## src/rtl/mem_stage.sv

```systemverilog
// Load/store stage: runs ALU-computed accesses through the cpu_memctl data port
// and returns one registered result with a single-cycle done pulse.
module mem_stage (
  input  logic        clk,
  input  logic        rst,
  input  logic        en,
  input  logic [1:0]  op_i,
  input  logic        byte_i,
  input  logic        signExt_i,
  input  logic [15:0] addr_i,
  input  logic [15:0] storeData_i,
  input  logic [15:0] aluResult_i,
  output logic [15:0] mem_addr_o,
  output logic        mem_re_o,
  output logic        mem_we_o,
  output logic [15:0] mem_dataOut_o,
  input  logic [15:0] mem_dataIn_i,
  input  logic        mem_needWait_i,
  output logic [15:0] result_o,
  output logic        done_o,
  output logic        busy_o,
  output logic        fault_o,
  output logic [1:0]  state_o
);

  // Handshake: en is a one-shot request taken only while busy_o is low (never
  // queued); done_o marks result_o/fault_o valid for exactly one cycle. On the
  // memory side a strobe is held, with address and data frozen, until
  // mem_needWait_i is sampled low.
  typedef enum logic [1:0] {
    IDLE  = 2'd0,
    READ  = 2'd1,
    WRITE = 2'd2,
    DONE  = 2'd3
  } state_t;

  state_t      state;
  logic        load_q;
  logic        byte_q;
  logic        sign_q;
  logic        lane_q;
  logic [7:0]  store_byte_q;

  logic        is_load;
  logic        is_store;
  logic        misaligned;
  logic [7:0]  rd_lane;
  logic [15:0] load_val;
  logic [15:0] merge_val;

  always_comb begin
    is_load    = (op_i == 2'b01);
    is_store   = (op_i == 2'b10);
    misaligned = (is_load || is_store) && !byte_i && addr_i[0];
    rd_lane    = lane_q ? mem_dataIn_i[15:8] : mem_dataIn_i[7:0];
    load_val   = mem_dataIn_i;
    if (byte_q) begin
      load_val = {(sign_q ? {8{rd_lane[7]}} : 8'h00), rd_lane};
    end
    // Byte store keeps the untouched lane from the word just read.
    merge_val  = lane_q ? {store_byte_q, mem_dataIn_i[7:0]}
                        : {mem_dataIn_i[15:8], store_byte_q};
  end

  always_ff @(posedge clk) begin
    if (rst) begin
      state         <= IDLE;
      load_q        <= 1'b0;
      byte_q        <= 1'b0;
      sign_q        <= 1'b0;
      lane_q        <= 1'b0;
      store_byte_q  <= 8'h00;
      mem_addr_o    <= 16'h0000;
      mem_dataOut_o <= 16'h0000;
      result_o      <= 16'h0000;
      fault_o       <= 1'b0;
    end else begin
      case (state)
        IDLE: begin
          if (en) begin
            load_q       <= is_load;
            byte_q       <= byte_i;
            sign_q       <= signExt_i;
            lane_q       <= addr_i[0];
            store_byte_q <= storeData_i[7:0];
            mem_addr_o   <= {addr_i[15:1], 1'b0};
            if (misaligned) begin
              result_o <= 16'h0000;
              fault_o  <= 1'b1;
              state    <= DONE;
            end else if (is_load) begin
              state <= READ;
            end else if (is_store) begin
              if (byte_i) begin
                state <= READ;
              end else begin
                mem_dataOut_o <= storeData_i;
                state         <= WRITE;
              end
            end else begin
              result_o <= aluResult_i;
              fault_o  <= 1'b0;
              state    <= DONE;
            end
          end
        end
        READ: begin
          if (!mem_needWait_i) begin
            if (load_q) begin
              result_o <= load_val;
              fault_o  <= 1'b0;
              state    <= DONE;
            end else begin
              mem_dataOut_o <= merge_val;
              state         <= WRITE;
            end
          end
        end
        WRITE: begin
          if (!mem_needWait_i) begin
            result_o <= 16'h0000;
            fault_o  <= 1'b0;
            state    <= DONE;
          end
        end
        default: state <= IDLE;
      endcase
    end
  end

  assign mem_re_o = (state == READ);
  assign mem_we_o = (state == WRITE);
  assign done_o   = (state == DONE);
  assign busy_o   = (state != IDLE);
  assign state_o  = state;

endmodule

```

## config.mk

```make
export PLATFORM = sky130hd
export DESIGN_NAME = mem_stage
export DESIGN_NICKNAME = d
export VERILOG_FILES = /design/src/rtl/mem_stage.sv
export SDC_FILE = /design/constraint.sdc
export NUM_CORES = 1
export LEC_CHECK = 0
export CORE_ASPECT_RATIO = 1.75
export CORE_MARGIN = 5
export CORE_UTILIZATION = 44
export DETAILED_ROUTE_END_ITERATION = 8
export HOLD_SLACK_MARGIN = 0.05
export PLACE_DENSITY = 0.81
export SLEW_MARGIN = 40
export SYNTH_ARGS = -nofsm -noshare
export SYNTH_HDL_FRONTEND = slang
export SYNTH_SLANG_ARGS = --single-unit
```

## constraint.sdc

```tcl
create_clock -name clk -period 2.2 [get_ports clk]
set_input_delay 0.22 -clock clk [delete_from_list [all_inputs] [get_ports clk]]
set_output_delay 0.22 -clock clk [all_outputs]
set_load 0.01 [all_outputs]
```

## Word-level counts from Yosys, hierarchy flattened

Index checks and enable logic that the tools add are counted.

- Register bits: 62
- Bits of input ports: 72
- Output and inout port bits: 55
- Word-level logic and storage cells: 75

- Eq/ne operators: 16
- Mux-type cells: 37
- Reduce and logical (&&, ||, !) cells: 12

Operators with widths:

| kind | count |
|---|---|
| $mux W16 | 16 |
| $pmux W16 S3 | 1 |
| $pmux W16 S2 | 1 |
| $mux W8 | 2 |
| $ne A2 B2 Y1 const B | 8 |
| $mux W2 | 7 |
| $mux W1 | 8 |
| $reduce_and A8 Y1 | 1 |
| $reduce_and A7 Y1 | 1 |
| $eq A2 B2 Y1 const B | 3 |
| $ne A3 B3 Y1 const B | 2 |
| $pmux W2 S3 | 1 |
| $eq A2 B1 Y1 const B | 2 |
| $reduce_bool A2 Y1 | 2 |
| $pmux W1 S3 | 1 |
| $reduce_and A3 Y1 | 1 |
| $reduce_bool A3 Y1 | 1 |
| $logic_and A1 B1 Y1 | 2 |
| $logic_not A2 Y1 | 1 |
| $ne A2 B1 Y1 const B | 1 |
| $reduce_and A2 Y1 | 1 |
| $logic_not A1 Y1 | 1 |
| $logic_or A1 B1 Y1 | 1 |

## Longest topological paths before layout

- Word-level depth: 7
- Gate-level depth with buffers: 9
- Mapped depth without buffers: 6

## Worst setup path before layout

Ideal clock, no wire load.

- Path type: reg-to-reg
- Start: reg state[1] (netlist: state_o[1])
- End: reg result_o[6]
- Setup time: 80 ps
- Arrival time: 1800 ps
- Slack: 320 ps
- Cell stages (with the launch flop): 10
- Buffers on the path: 3
- Cell sequence: dfxtp_1 inv_1 ha_1 buf_4 o21ai_2 and4b_1 buf_4 buf_2 a21oi_1 a211oi_2

- Cells in the longest elaborated chain, start to end: 3
- Elaborated cells on any way between the ends: 12
- Classes of those cells: 8 x eq/ne; 1 x mux; 3 x reduce/logical

RTL lines:

| item | RTL line | RTL |
|---|---|---|
| start, declared | 37 | `state_t state;` |
| start signal, assigned | 67 | `state <= IDLE;` |
| start signal, assigned | 90 | `state <= DONE;` |
| start signal, assigned | 92 | `state <= READ;` |
| $eq A2 B1 Y1 * | - |  |
| named net mem_re_o | 14 | `output logic mem_re_o,` |
| $ne A2 B1 Y1 (no source line) (tied with other cells) | - |  |
| $reduce_and A7 Y1 (no source line) | - |  |
| end signal, assigned | 101 | `result_o <= aluResult_i;` |
| end signal, assigned | 110 | `result_o <= load_val;` |
| end, declared | 19 | `output logic [15:0] result_o,` |

The timed path passes the listed nets; every way through them passes the cells marked *.
A chain may end at the register's enable or synchronous reset.

## Worst setup path after layout

- Start: reg state[0] (netlist: state_o[0])
- End: out busy_o

- Cells in the longest elaborated chain, start to end: 1

RTL lines:

| item | RTL line | RTL |
|---|---|---|
| $reduce_bool A2 Y1 | 134 | `assign busy_o = (state != IDLE);` |
| end, declared | 21 | `output logic busy_o,` |

No other way between the ends.

==> out/qor.yml <==
worst_setup_path:
  criticalPathCategory: "register to output pin"
  cpMaxStageDelayCell: "clkdlybuf4s50_1"
  setup.worst_path.start_class: "register"
  required_ns: 1.98
  r2r-end: "result_o[12]"
  path_delay_family: "buffers and inverters"
  worstPathMaxFanout: 9
  r2r_cells: 6
  critPathMostFrequentCell: "inv_1"
  critical-path-max-stage-delay_ns: 0.59
  r2r-start: "state_o[0]"
  worstSetupEndpointType: "output pin"
  r2r_slack_ns: 0.03
  crit_buf_inv: 3
  cp_cell_sequence: "inv_1, ha_1, inv_1, clkdlybuf4s50_1"
  crit_arrival_ns: 1.96
grt:
  grt_antenna_before_repair: 0
  grt_pass1_wl_um: 15900
  grt_max_degree: 35
  grtUsageTotal: 0.223
  grt_pass1_vias: 3342
  overflow: 0
timing:
  skew_ns: 0.00260
  whs_ns: 0.431
  max_slew_margin: 0.572
  layout_setup_ws_ns: 0.0155
  fmax_mhz: 458
  drv_slew: 0
  hold_violations: 0
  fin_crit_ns: 2.18
  setup_viol_count_final: 0
  grt_setup_unrepaired: "yes"
  max_slew.worst_pin.slew_ns: 0.642
  period_share: 0.993
clocking:
  cts_root_buf: "clkbuf_16"
  clock_path_buffers: 2
  cts.reportedPaths.clkPinSlew_ns: 0.05
  cts_made_buffers: 9
  clock_latency_ns: 0.32
  cts_sinks: 62
  cts_hold_buf: 0
  htreeDepth: 3
  cts_tree: "yes"
yosys:
  seq_area_frac_synth: 0.387
  synth.top_cell.area_share: 0.387
  synth-seq-cells: 62
  netlist_area_sq_um: 3200
  synth-edff-count: 0
  syn_avg_cell_area_sq_um: 8.45
  async_flop_share: 0
  yosysWarnings: 0
  ys_top_cells_by_area: "dfxtp_1, a21oi_1, nand2_1"
  ys_types: 37
  synth_cells: 379
  synth_top_cell_by_area: "dfxtp_1"
  synthTopCellsByCount: "nand2_1, a21oi_1, dfxtp_1"
  synth_fp_nets: 457
  yosysMostFrequentCell: "nand2_1"
  synth_ff_type: "dfxtp_1"
die:
  die_w_um: 74.5
  die_height_um: 123
  dieArea_sq_um: 9160
  placementRows: 41
  start_util: 0.446
  pin_count: 127
  core_sq_um: 7180
detailed_routing:
  vias_per_cell: 5.56
  routedWlPerCell_um: 17.1
  drtPass1Iterations: 4
  first_iter_violations: 175
  vias: 3275
  routed_wirelength_um: 10100
  drc: 0
  ant_nets: 0
cells_and_area:
  nNetsFinal: 576
  fin_util: 0.677
  areaGrowthSynthToFinish_pct: 51.7
  drive_gt1_frac: 0.101
  n_fill_cell: 581
  antenna_cells: 0
min_path:
  worstHoldPathCells: 2
  min_to: "mem_addr_o[12]"
  hold_path_class: "primary input to register"
  hold_start: "rst"
placement:
  gp_congestion: 0.851
  hpwl_um: 7570
  io_buffers: 125
  place_ws_ns: -0.114
status:
  status: "complete, no violations"
power:
  leakagePower_uw: 0.00178
  power_density_nw_per_um2: 1180
  ir_worst_vdd_uv: 861
job:
  drv_cap: 0
[repair_timing]
item                       CTS  global route
setup endpoints to repair    0            15
setup buffers                0             0
hold endpoints to repair     0             0
resized for setup            0             3
[metal layers]
layer	vias to the layer above	routed length, um	global-route usage
met5	-	0	0
met4	0	269	0.0924
met3	21	765	0.0716
met2	114	5380	0.411
met1	1536	3650	0.222
li1	1604	-	-
[logic make-up (layout without fill, tap and decap cells)]
family / Yosys count / in the layout / share of synthesized area
mux: 25 / 25 / 0.0781
flops: 62 / 62 / 0.387
fa+ha+maj: 6 / 6 / 0.0234
buf+inv: 38 / 162 / 0.0633
other cells: 1 / 1 / 0.00117
compound gates: 139 / 139 / 0.290
simple gates: 108 / 108 / 0.157
[cell type report]
class | count | area [sq um] | share of cell area
Inverter | 6 | 22.5 | 0.00463
Clock inverter | 4 | 70.1 | 0.0144
Clock buffer | 12 | 246 | 0.0507
Timing Repair Buffer | 140 | 1400 | 0.287
Tap cell | 86 | 108 | 0.0221
Sequential cell | 62 | 1240 | 0.255
Multi-Input combinational cell | 279 | 1780 | 0.365
[worst max path at each step]
| stage | start | end | slack (ns) | cells after the start |
|---|---|---|---|---|
| 6_report | state_o[0] | busy_o | 0.02 | 4 |
| 3_3_place_gp | op_i[0] | result_o[14] | -0.08 | 8 |
| 2_1_floorplan | state_o[1] | result_o[6] | 0.32 | 9 |
| 5_1_grt | state_o[0] | result_o[14] | -0.11 | 6 |
| 3_5_place_dp | op_i[0] | result_o[14] | -0.11 | 8 |
| 4_1_cts | state_o[0] | result_o[14] | 0.04 | 6 |
[metrics by stage]
| stage | TNS [ns] | cell area [sq um] | total power [uW] | std cells |
|---|---|---|---|---|
| after global routing | -0.481 | 4860 | 6080 | 589 |
| after global placement | -0.223 | 4530 | 4150 | 573 |
| after detailed placement | -0.951 | 4530 | 4220 | 573 |
| after CTS | 0 | 4840 | 5740 | 589 |
| after floorplan | 0 | 3200 | 3190 | 379 |
| final | 0 | 4860 | 5740 | 589 |
[state kept, by name, summed over array words and instances (netlist names)]
register	count
byte_q	1
fault_o	1
lane_q	1
load_q	1
mem_addr_o	15
mem_dataOut_o	16
result_o	16
sign_q	1
state_o	2
store_byte_q	8
[power breakdown]
part,internal [uW],leakage [uW],switching [uW]
registers,1410,0.000508,163
clock network,1020,0.000157,476
logic,1270,0.00112,1410
[cell usage in the layout, fill, tap and decap left out, types with 3 or more instances in the layout]
cell             synthesis  layout
inv_1                    6       6
clkdlybuf4s50_1          0     124
o2111ai_1               16      16
clkbuf_16                0       9
a21oi_1                 71      71
mux2i_1                 25      25
buf_4                    5      12
nand2b_1                11      11
o21ai_0                  8       8
dfxtp_1                 62      62
buf_12                   0       3
nor3_1                   8       8
a2111oi_0                8       6
nor2_1                   3       3
ha_1                     6       6
a211oi_2                 8       8
nand2_1                 74      74
o21ai_1                 12      12
a2bb2oi_1                8       8
nand2_2                  3       3
(Power assumes the default switching activity.)
